### src/rtl/wb_ram_bist_if.sv
`default_nettype none
// ============================================================================
// Module : wb_ram_bist_if
// Classic Wishbone bus between the RAM self-test master and the SRAM slave.
// Rev    : 1.0
// ============================================================================
interface wb_ram_bist_if #(
  parameter int DATA_WIDTH = 32
);
  logic                      wbm_cyc_o;
  logic                      wbm_stb_o;
  logic                      wbm_we_o;
  logic [DATA_WIDTH/8-1:0]   wbm_sel_o;
  logic [31:0]               wbm_adr_o;
  logic [DATA_WIDTH-1:0]     wbm_dat_o;
  logic [DATA_WIDTH-1:0]     wbm_dat_i;
  logic                      wbm_ack_i;

  modport master (
    output wbm_cyc_o, wbm_stb_o, wbm_we_o, wbm_sel_o, wbm_adr_o, wbm_dat_o,
    input  wbm_dat_i, wbm_ack_i
  );

  modport slave (
    input  wbm_cyc_o, wbm_stb_o, wbm_we_o, wbm_sel_o, wbm_adr_o, wbm_dat_o,
    output wbm_dat_i, wbm_ack_i
  );
endinterface
`default_nettype wire

### src/rtl/wb_ram_bist.sv
`default_nettype none
// ============================================================================
// Module : wb_ram_bist
// Wishbone-master SRAM self-test: pattern write/readback, mismatch and timeout report.
// Rev    : 1.0
// ============================================================================
module wb_ram_bist #(
  parameter int          DATA_WIDTH = 32,
  parameter int          ADDR_WIDTH = 10,
  parameter logic [31:0] BASE_ADDR  = 32'h3000_0000,
  parameter int          TIMEOUT    = 255
) (
  input  logic                  wb_clk_i,
  input  logic                  wb_rst_i,
  input  logic                  start_i,
  input  logic [1:0]            mode_i,
  input  logic                  invert_i,
  input  logic [ADDR_WIDTH:0]   words_i,
  input  logic [DATA_WIDTH-1:0] seed_i,
  wb_ram_bist_if.master         wbm,
  output logic                  busy_o,
  output logic                  done_o,
  output logic [5:0]            checkpoint_o,
  output logic [1:0]            status_o,
  output logic [15:0]           err_count_o,
  output logic [31:0]           err_addr_o,
  output logic [DATA_WIDTH-1:0] err_data_o
);

  typedef enum logic [2:0] {
    S_IDLE    = 3'd0,
    S_WR_REQ  = 3'd1,
    S_WR_WAIT = 3'd2,
    S_RD_REQ  = 3'd3,
    S_RD_WAIT = 3'd4,
    S_DONE    = 3'd5
  } state_t;

  localparam logic [5:0]            c_cp_run    = 6'b101010;
  localparam logic [5:0]            c_cp_done   = 6'b101011;
  localparam logic [1:0]            c_st_pass   = 2'b00;
  localparam logic [1:0]            c_st_miss   = 2'b01;
  localparam logic [1:0]            c_st_tmo    = 2'b10;
  localparam logic [15:0]           c_tmo_load  = 16'(TIMEOUT - 1);
  localparam logic [ADDR_WIDTH:0]   c_idx_one   = {{ADDR_WIDTH{1'b0}}, 1'b1};
  localparam logic [DATA_WIDTH-1:0] c_lfsr_one  = {{(DATA_WIDTH-1){1'b0}}, 1'b1};
  // Maximal-length Galois taps for the common widths; a plain top-bit feedback otherwise.
  localparam logic [63:0]           c_taps_wide = (DATA_WIDTH == 64) ? 64'hD800_0000_0000_0000 :
                                                  (DATA_WIDTH == 32) ? 64'h0000_0000_8020_0003 :
                                                  (DATA_WIDTH == 16) ? 64'h0000_0000_0000_B400 :
                                                                       64'h0000_0000_0000_00B8;
  localparam logic [DATA_WIDTH-1:0] c_lfsr_taps = (DATA_WIDTH <= 64) ? DATA_WIDTH'(c_taps_wide) :
                                                  {1'b1, {(DATA_WIDTH-1){1'b0}}};

  state_t                  r_state;
  logic [1:0]              r_mode;
  logic                    r_invert;
  logic [ADDR_WIDTH:0]     r_words;
  logic [ADDR_WIDTH:0]     r_idx;
  logic [DATA_WIDTH-1:0]   r_seed;
  logic [DATA_WIDTH-1:0]   r_lfsr;
  logic                    r_pass;
  logic [15:0]             r_tmo;
  logic                    r_cyc;
  logic                    r_stb;
  logic                    r_we;
  logic [DATA_WIDTH/8-1:0] r_sel;
  logic [31:0]             r_adr;
  logic [DATA_WIDTH-1:0]   r_dat_o;
  logic                    r_busy;
  logic                    r_done;
  logic [5:0]              r_checkpoint;
  logic [1:0]              r_status;
  logic [15:0]             r_err_count;
  logic [31:0]             r_err_addr;
  logic [DATA_WIDTH-1:0]   r_err_data;

  logic [DATA_WIDTH-1:0]   w_base;
  logic [DATA_WIDTH-1:0]   w_pattern;
  logic [DATA_WIDTH-1:0]   w_lfsr_next;
  logic [DATA_WIDTH-1:0]   w_lfsr_reload;
  logic [31:0]             w_adr;
  logic                    w_last;
  logic                    w_ack;
  logic                    w_mismatch;
  logic [15:0]             w_err_next;

  always_comb begin
    w_base = r_seed;
    case (r_mode)
      2'd0: w_base = DATA_WIDTH'(r_idx);
      2'd1: w_base = r_idx[0] ? {(DATA_WIDTH/8){8'hAA}} : {(DATA_WIDTH/8){8'h55}};
      2'd2: w_base = r_seed;
      2'd3: w_base = r_lfsr;
    endcase
  end

  assign w_pattern     = w_base ^ {DATA_WIDTH{r_pass}};
  assign w_lfsr_next   = (r_lfsr >> 1) ^ (r_lfsr[0] ? c_lfsr_taps : '0);
  assign w_lfsr_reload = (r_seed == '0) ? c_lfsr_one : r_seed;
  assign w_adr         = BASE_ADDR + (32'(r_idx) << 2);
  assign w_last        = (r_idx + c_idx_one) == r_words;
  // Acks outside an active strobe never advance the engine.
  assign w_ack         = wbm.wbm_ack_i & r_stb;
  assign w_mismatch    = wbm.wbm_dat_i != w_pattern;
  assign w_err_next    = (w_mismatch && (r_err_count != 16'hFFFF)) ? r_err_count + 16'd1
                                                                  : r_err_count;

  always_ff @(posedge wb_clk_i) begin
    if (wb_rst_i) begin
      r_state      <= S_IDLE;
      r_mode       <= '0;
      r_invert     <= 1'b0;
      r_words      <= '0;
      r_idx        <= '0;
      r_seed       <= '0;
      r_lfsr       <= '0;
      r_pass       <= 1'b0;
      r_tmo        <= '0;
      r_cyc        <= 1'b0;
      r_stb        <= 1'b0;
      r_we         <= 1'b0;
      r_sel        <= '0;
      r_adr        <= '0;
      r_dat_o      <= '0;
      r_busy       <= 1'b0;
      r_done       <= 1'b0;
      r_checkpoint <= '0;
      r_status     <= '0;
      r_err_count  <= '0;
      r_err_addr   <= '0;
      r_err_data   <= '0;
    end else begin
      case (r_state)
        S_IDLE, S_DONE: begin
          if (start_i) begin
            r_mode       <= mode_i;
            r_invert     <= invert_i;
            r_words      <= words_i;
            r_seed       <= seed_i;
            r_lfsr       <= (seed_i == '0) ? c_lfsr_one : seed_i;
            r_idx        <= '0;
            r_pass       <= 1'b0;
            r_err_count  <= '0;
            r_err_addr   <= '0;
            r_err_data   <= '0;
            r_status     <= c_st_pass;
            r_done       <= 1'b0;
            r_busy       <= 1'b1;
            r_checkpoint <= c_cp_run;
            r_state      <= S_WR_REQ;
          end
        end
        S_WR_REQ: begin
          if (r_words == '0) begin
            r_busy       <= 1'b0;
            r_done       <= 1'b1;
            r_checkpoint <= c_cp_done;
            r_status     <= c_st_pass;
            r_state      <= S_DONE;
          end else begin
            r_cyc   <= 1'b1;
            r_stb   <= 1'b1;
            r_we    <= 1'b1;
            r_sel   <= '1;
            r_adr   <= w_adr;
            r_dat_o <= w_pattern;
            r_tmo   <= c_tmo_load;
            r_state <= S_WR_WAIT;
          end
        end
        S_WR_WAIT: begin
          if (w_ack) begin
            r_cyc <= 1'b0;
            r_stb <= 1'b0;
            r_we  <= 1'b0;
            r_sel <= '0;
            if (w_last) begin
              r_idx   <= '0;
              r_lfsr  <= w_lfsr_reload;
              r_state <= S_RD_REQ;
            end else begin
              r_idx   <= r_idx + c_idx_one;
              r_lfsr  <= w_lfsr_next;
              r_state <= S_WR_REQ;
            end
          end else if (r_tmo == 16'd0) begin
            r_cyc        <= 1'b0;
            r_stb        <= 1'b0;
            r_we         <= 1'b0;
            r_sel        <= '0;
            r_busy       <= 1'b0;
            r_done       <= 1'b1;
            r_checkpoint <= c_cp_done;
            r_status     <= c_st_tmo;
            r_state      <= S_DONE;
          end else begin
            r_tmo <= r_tmo - 16'd1;
          end
        end
        S_RD_REQ: begin
          r_cyc   <= 1'b1;
          r_stb   <= 1'b1;
          r_we    <= 1'b0;
          r_sel   <= '1;
          r_adr   <= w_adr;
          r_dat_o <= '0;
          r_tmo   <= c_tmo_load;
          r_state <= S_RD_WAIT;
        end
        S_RD_WAIT: begin
          if (w_ack) begin
            r_cyc <= 1'b0;
            r_stb <= 1'b0;
            r_sel <= '0;
            if (w_mismatch) begin
              r_err_count <= w_err_next;
              if (r_err_count == 16'd0) begin
                r_err_addr <= r_adr;
                r_err_data <= wbm.wbm_dat_i;
              end
            end
            if (!w_last) begin
              r_idx   <= r_idx + c_idx_one;
              r_lfsr  <= w_lfsr_next;
              r_state <= S_RD_REQ;
            end else if (r_invert && !r_pass) begin
              r_pass  <= 1'b1;
              r_idx   <= '0;
              r_lfsr  <= w_lfsr_reload;
              r_state <= S_WR_REQ;
            end else begin
              r_busy       <= 1'b0;
              r_done       <= 1'b1;
              r_checkpoint <= c_cp_done;
              r_status     <= (w_err_next != 16'd0) ? c_st_miss : c_st_pass;
              r_state      <= S_DONE;
            end
          end else if (r_tmo == 16'd0) begin
            r_cyc        <= 1'b0;
            r_stb        <= 1'b0;
            r_sel        <= '0;
            r_busy       <= 1'b0;
            r_done       <= 1'b1;
            r_checkpoint <= c_cp_done;
            r_status     <= c_st_tmo;
            r_state      <= S_DONE;
          end else begin
            r_tmo <= r_tmo - 16'd1;
          end
        end
        default: r_state <= S_IDLE;
      endcase
    end
  end

  assign wbm.wbm_cyc_o = r_cyc;
  assign wbm.wbm_stb_o = r_stb;
  assign wbm.wbm_we_o  = r_we;
  assign wbm.wbm_sel_o = r_sel;
  assign wbm.wbm_adr_o = r_adr;
  assign wbm.wbm_dat_o = r_dat_o;
  assign busy_o        = r_busy;
  assign done_o        = r_done;
  assign checkpoint_o  = r_checkpoint;
  assign status_o      = r_status;
  assign err_count_o   = r_err_count;
  assign err_addr_o    = r_err_addr;
  assign err_data_o    = r_err_data;

endmodule
`default_nettype wire

### src/flat_wrapper.sv
// flat-port wrapper written by rule: the top's interface ports become plain ports
module wb_ram_bist_flat 
#(
  parameter int          DATA_WIDTH = 32,
  parameter int          ADDR_WIDTH = 10,
  parameter logic [31:0] BASE_ADDR  = 32'h3000_0000,
  parameter int          TIMEOUT    = 255
)
  (wb_clk_i, wb_rst_i, start_i, mode_i, invert_i, words_i, seed_i, busy_o, done_o, checkpoint_o, status_o, err_count_o, err_addr_o, err_data_o, wbm_wbm_cyc_o, wbm_wbm_stb_o, wbm_wbm_we_o, wbm_wbm_sel_o, wbm_wbm_adr_o, wbm_wbm_dat_o, wbm_wbm_dat_i, wbm_wbm_ack_i);
  wb_ram_bist_if #(.DATA_WIDTH(DATA_WIDTH)) wbm_i ();
  input  logic wb_clk_i;
  input  logic wb_rst_i;
  input  logic start_i;
  input  logic [1:0] mode_i;
  input  logic invert_i;
  input  logic [ADDR_WIDTH:0] words_i;
  input  logic [DATA_WIDTH-1:0] seed_i;
  output logic busy_o;
  output logic done_o;
  output logic [5:0] checkpoint_o;
  output logic [1:0] status_o;
  output logic [15:0] err_count_o;
  output logic [31:0] err_addr_o;
  output logic [DATA_WIDTH-1:0] err_data_o;
  output wire logic [$bits(wbm_i.wbm_cyc_o)-1:0] wbm_wbm_cyc_o;
  output wire logic [$bits(wbm_i.wbm_stb_o)-1:0] wbm_wbm_stb_o;
  output wire logic [$bits(wbm_i.wbm_we_o)-1:0] wbm_wbm_we_o;
  output wire logic [$bits(wbm_i.wbm_sel_o)-1:0] wbm_wbm_sel_o;
  output wire logic [$bits(wbm_i.wbm_adr_o)-1:0] wbm_wbm_adr_o;
  output wire logic [$bits(wbm_i.wbm_dat_o)-1:0] wbm_wbm_dat_o;
  input wire logic [$bits(wbm_i.wbm_dat_i)-1:0] wbm_wbm_dat_i;
  input wire logic [$bits(wbm_i.wbm_ack_i)-1:0] wbm_wbm_ack_i;
  assign wbm_wbm_cyc_o = wbm_i.wbm_cyc_o;
  assign wbm_wbm_stb_o = wbm_i.wbm_stb_o;
  assign wbm_wbm_we_o = wbm_i.wbm_we_o;
  assign wbm_wbm_sel_o = wbm_i.wbm_sel_o;
  assign wbm_wbm_adr_o = wbm_i.wbm_adr_o;
  assign wbm_wbm_dat_o = wbm_i.wbm_dat_o;
  assign wbm_i.wbm_dat_i = wbm_wbm_dat_i;
  assign wbm_i.wbm_ack_i = wbm_wbm_ack_i;
  wb_ram_bist #(.DATA_WIDTH(DATA_WIDTH), .ADDR_WIDTH(ADDR_WIDTH), .BASE_ADDR(BASE_ADDR), .TIMEOUT(TIMEOUT)) u_core (.wb_clk_i(wb_clk_i), .wb_rst_i(wb_rst_i), .start_i(start_i), .mode_i(mode_i), .invert_i(invert_i), .words_i(words_i), .seed_i(seed_i), .wbm(wbm_i), .busy_o(busy_o), .done_o(done_o), .checkpoint_o(checkpoint_o), .status_o(status_o), .err_count_o(err_count_o), .err_addr_o(err_addr_o), .err_data_o(err_data_o));
endmodule
### config.mk
export PLATFORM = sky130hd
export DESIGN_NAME = wb_ram_bist_flat
export DESIGN_NICKNAME = d
export VERILOG_FILES = /design/src/rtl/wb_ram_bist_if.sv /design/src/rtl/wb_ram_bist.sv /design/src/flat_wrapper.sv
export SDC_FILE = /design/constraint.sdc
export NUM_CORES = 1
export LEC_CHECK = 0
export ABC_CLOCK_PERIOD_IN_PS = 4600
export CAP_MARGIN = 20
export CORE_MARGIN = 2
export CORE_UTILIZATION = 40
export CTS_CLUSTER_SIZE = 12
export DETAILED_ROUTE_END_ITERATION = 16
export GPL_TIMING_DRIVEN = 0
export PLACE_DENSITY = 0.66
export SYNTH_ARGS = -nofsm -noshare
export SYNTH_HDL_FRONTEND = slang
export SYNTH_SLANG_ARGS = --single-unit
### constraint.sdc
create_clock -name wb_clk_i -period 4.6 [get_ports wb_clk_i]
set_input_delay 1.38 -clock wb_clk_i [delete_from_list [all_inputs] [get_ports wb_clk_i]]
set_output_delay 1.38 -clock wb_clk_i [all_outputs]
set_load 0.005 [all_outputs]
==> results.md <==
* Initial antenna violation count at 0
* Final Cycle Share at 0.985
* Worst Path Buf+Inv at 5
* CP Class: in -> reg
* Synth top area share at 0.336
* Worst slew pin tran at ~1.2 ns
* Max FO, Critical Path at 10
* Antenna-violating nets left at 0
* Area Growth Syn to Fin at 26.5%
* Worst skew pair latency at roughly 0.56 ns
* Cells along the critical path: clkdlybuf4s50_1, inv_1, nor3_1, a211oi_1, o31a_1, a2111oi_2, and4_1, buf_6, a21o_1, a21oi_4, buf_2, buf_2, nand3_1, a21oi_1
* Final setup viols at 0
* VDD IR max at roughly 280 uV
* Via count at between 10,000 and 15,000
* YS warnings at 0
* Worst Hold Class: reg -> reg
* Clock Skews at between 0.02 and 0.025 ns
* N_diodes at 0
* Num CTS Buffers at 26
* Crit end category: flop
* Initial DRC count at about 1,500
* PwrDens at between 400 and 500 nW/um2
* Share of layout cells above drive strength 1 at 0.0826
* Max Root-Sink Buffers at 3
* Number of global-route vias before repair at 13,500
* RSZ-0062 raised after global routing: no
* Ys flop type: dfxtp_1
* TritonRoute pass-1 iters at 5
* Filler cell count in the final layout at about 3,300
* Dpl cell area at 16,000 um2
* Placed insts at between 2,000 and 2,500
* Outcome: finished clean
* Netlist cell types at 85
* Critical Path AT at between 4 and 5 ns
* Delay of the slowest critical-path stage at ~0.72 ns
* Final hold slack at between 0.4 and 0.5 ns
* Sink Count at roughly 230
* Leakage at approximately 6.0 nW
* Final total power at a little over 8 mW
* Sequential share of the synthesized area at 0.336
* Crit path launch type: input port
* DRC viols at 0
* Layout Cell Area excl Fill at 17,000 um2
* Fmax achieved at approximately 220 MHz
* Gate Count Post-Synth at 1,745
* Synth area leader: dfxtp_1
* Final Non-Filler Cells at approximately 2,500
* Global-route wire length before repair at 82,000 um
* Worst Path Required at approximately 5 ns
* Post-Route Setup TNS at 0 ns
* Net count reported at finish at around 2,100
* Port buffer count at roughly 190
* Clock root buffer: clkbuf_16
* Grt total ovfl at 0
* CTS tree: done
* Min Tclk post-route at between 4 and 5 ns
* Clk slew on worst S/H paths at approximately 0.06 ns
* Avg Inst Size Synth at roughly 7.7 um2
* Starting Density at 0.403
* Post-Place Setup Slack at -1.03 ns
* Routability cong. at about 0.99
* Largest net degree at the start of global routing at 15
* Post CTS Setup Buffer Count at 0
* Core area at about 33,000 um2
* Async S/R FF share, synth at 0
* Via density at a little under 6
* Slowest CP cell: clkdlybuf4s50_1
* Setup WS post-layout at around 0.071 ns
* Final core utilization at 0.509
* Final HPWL DP at between 40,000 and 50,000 um
* Post-synthesis cell area at 13,400 um2
* H-tree levels at 1
* Die width at between 150 and 200 um
* Worst slew margin at 0.213
* Synth Register Bits at about 230
* Chip height at 187 um
* IO Pins at 243
* Rows at 67
* Synth top area cells: dfxtp_1 34%, a21oi_1 7.2%, nand2_1 6.6%
* Number of max-cap violations at 0
* Final-report hold violation count at 0
* Family with the most delay on the worst path: buffers and inverters
* Drt wl/cell at ~22 um
* Number of synthesized flops with an enable pin at 0
* Most used cell along the critical path: buf_2
* Die ar. at 35,000 um2
* Max Slew Vio Count at 0
* WL final at roughly 55,000 um
* GRT Resource Usage Total at 0.302
## metal layers
metal  vias to the layer above  wire [um]  global-route usage
li1                       6642          -                   -
met1                      6810      23100               0.394
met2                       704      24600               0.487
met3                       138       4720              0.0550
met4                         0       2720               0.132
met5                         -          0                   0
## cells in the final DEF (no fill, tap or decap), types with 6 or more instances in the layout
cell | Yosys | layout
clkbuf_1 | 105 | 105
clkbuf_8 | 0 | 10
inv_1 | 26 | 26
a311oi_1 | 35 | 35
buf_4 | 49 | 49
or4_1 | 6 | 6
dfxtp_1 | 225 | 225
o21ai_0 | 54 | 54
xor2_1 | 29 | 29
nand2_1 | 236 | 236
clkinv_2 | 0 | 6
nand4_1 | 17 | 17
nand2b_1 | 60 | 60
conb_1 | 1 | 38
nor4_1 | 25 | 25
o211ai_1 | 7 | 7
nor3b_1 | 6 | 6
nand3b_1 | 9 | 9
nor2b_1 | 16 | 16
clkbuf_16 | 0 | 26
a211oi_1 | 7 | 7
buf_1 | 9 | 9
nand3_1 | 75 | 75
a221oi_1 | 6 | 6
mux2_2 | 10 | 10
a31oi_1 | 6 | 6
a21oi_1 | 193 | 192
clkdlybuf4s50_1 | 0 | 191
mux2i_1 | 37 | 37
and2_1 | 10 | 10
and3_1 | 21 | 21
nor2_1 | 138 | 138
xnor2_1 | 73 | 73
buf_2 | 25 | 25
a22oi_1 | 59 | 59
mux4_2 | 8 | 8
nor3_1 | 28 | 28
nand4b_1 | 6 | 6
or3_1 | 15 | 15
## layout make-up
class	count	area, um2	area share
Clock buffer	39	800	0.0472
Clock inverter	9	98.8	0.00583
Buffer	194	986	0.0582
Tap cell	448	561	0.0331
Multi-Input combinational cell	1333	7970	0.470
Timing Repair Buffer	192	1920	0.113
Sequential cell	225	4500	0.266
Inverter	30	115	0.00679
## worst reg2reg max path, stage by stage, from the launching register on
cell,delay [ns]
dfxtp_1,0.39
buf_2,0.30
clkbuf_1,0.50
clkbuf_1,0.59
nand2b_1,0.19
mux2i_1,0.07
nand3_1,0.09
o311ai_0,0.20
o2111ai_1,0.22
o21ai_2,0.27
a21o_1,0.27
a21oi_4,0.36
buf_2,0.30
buf_2,0.26
nand3_1,0.11
a21oi_1,0.16
## registers in the layout, summed over array words and instances (netlist names)
signal / count
u_core.busy_o: 1
u_core.checkpoint_o: 6
u_core.done_o: 1
u_core.err_addr_o: 12
u_core.err_count_o: 16
u_core.err_data_o: 32
u_core.r_idx: 11
u_core.r_invert: 1
u_core.r_lfsr: 32
u_core.r_mode: 2
u_core.r_pass: 1
u_core.r_seed: 32
u_core.r_state: 3
u_core.r_tmo: 16
u_core.r_words: 11
u_core.status_o: 2
u_core.wbm.wbm_adr_o: 12
u_core.wbm.wbm_dat_o: 32
u_core.wbm.wbm_sel_o: 1
u_core.wbm.wbm_we_o: 1
## report_power, final
group | internal, mW | leakage (nW) | switching, mW
Combinational | 1.26 | 3.75 | 2.20
Sequential | 2.28 | 1.83 | 0.392
Clock | 1.26 | 0.449 | 0.875
## Yosys cell counts (5+ instances only)
master,count
a21oi_1,193
nand4_1,17
a2111oi_0,5
a221oi_1,6
mux2i_1,37
a211oi_1,7
nand3b_1,9
nor3_1,28
nor4b_1,5
dfxtp_1,225
or4_1,6
nand3_1,75
nand4b_1,6
clkbuf_1,105
nand2b_1,60
a22oi_1,59
mux4_2,8
nor4_1,25
and2_1,10
a32oi_1,6
nor3b_1,6
xor2_1,29
nor2_1,138
buf_1,9
a31oi_1,6
buf_2,25
or3_1,15
o211ai_1,7
buf_6,5
and3_1,21
or2_2,5
o21ai_0,54
a311oi_1,35
xnor2_1,73
buf_4,49
mux2_2,10
inv_1,26
nor2b_1,16
nand2_1,236
## worst paths after layout
check                       start               endpoint  slack, ns  depth (start not counted)
min          u_core.err_data_o[8]   u_core.err_data_o[8]       0.47                          2
max reg2reg         u_core.r_pass  u_core.err_data_o[14]       0.25                         15
min reg2reg  u_core.err_data_o[8]   u_core.err_data_o[8]       0.47                          2
max             wbm_wbm_dat_i[14]  u_core.err_data_o[14]       0.07                         14
## kinds of logic (layout without fill, tap and decap cells)
group,count (synthesis),in the layout,share of synthesized area
adders and majority gates,5,5,0.00448
and+or+nand+nor,691,691,0.249
buffers and inverters,224,464,0.0819
DFF,225,225,0.336
muxes,55,55,0.0495
xor gates and xnor gates,102,102,0.0667
AOI/OAI and AO/OA,442,442,0.212
other,1,38,0.000280
## what timing repair did
action / 4_1_cts / 5_1_grt
resized for setup: 4 / 9
setup endpoints to repair: 52 / 61
hold buffers: 0 / 0
(Power assumes the default switching activity.)
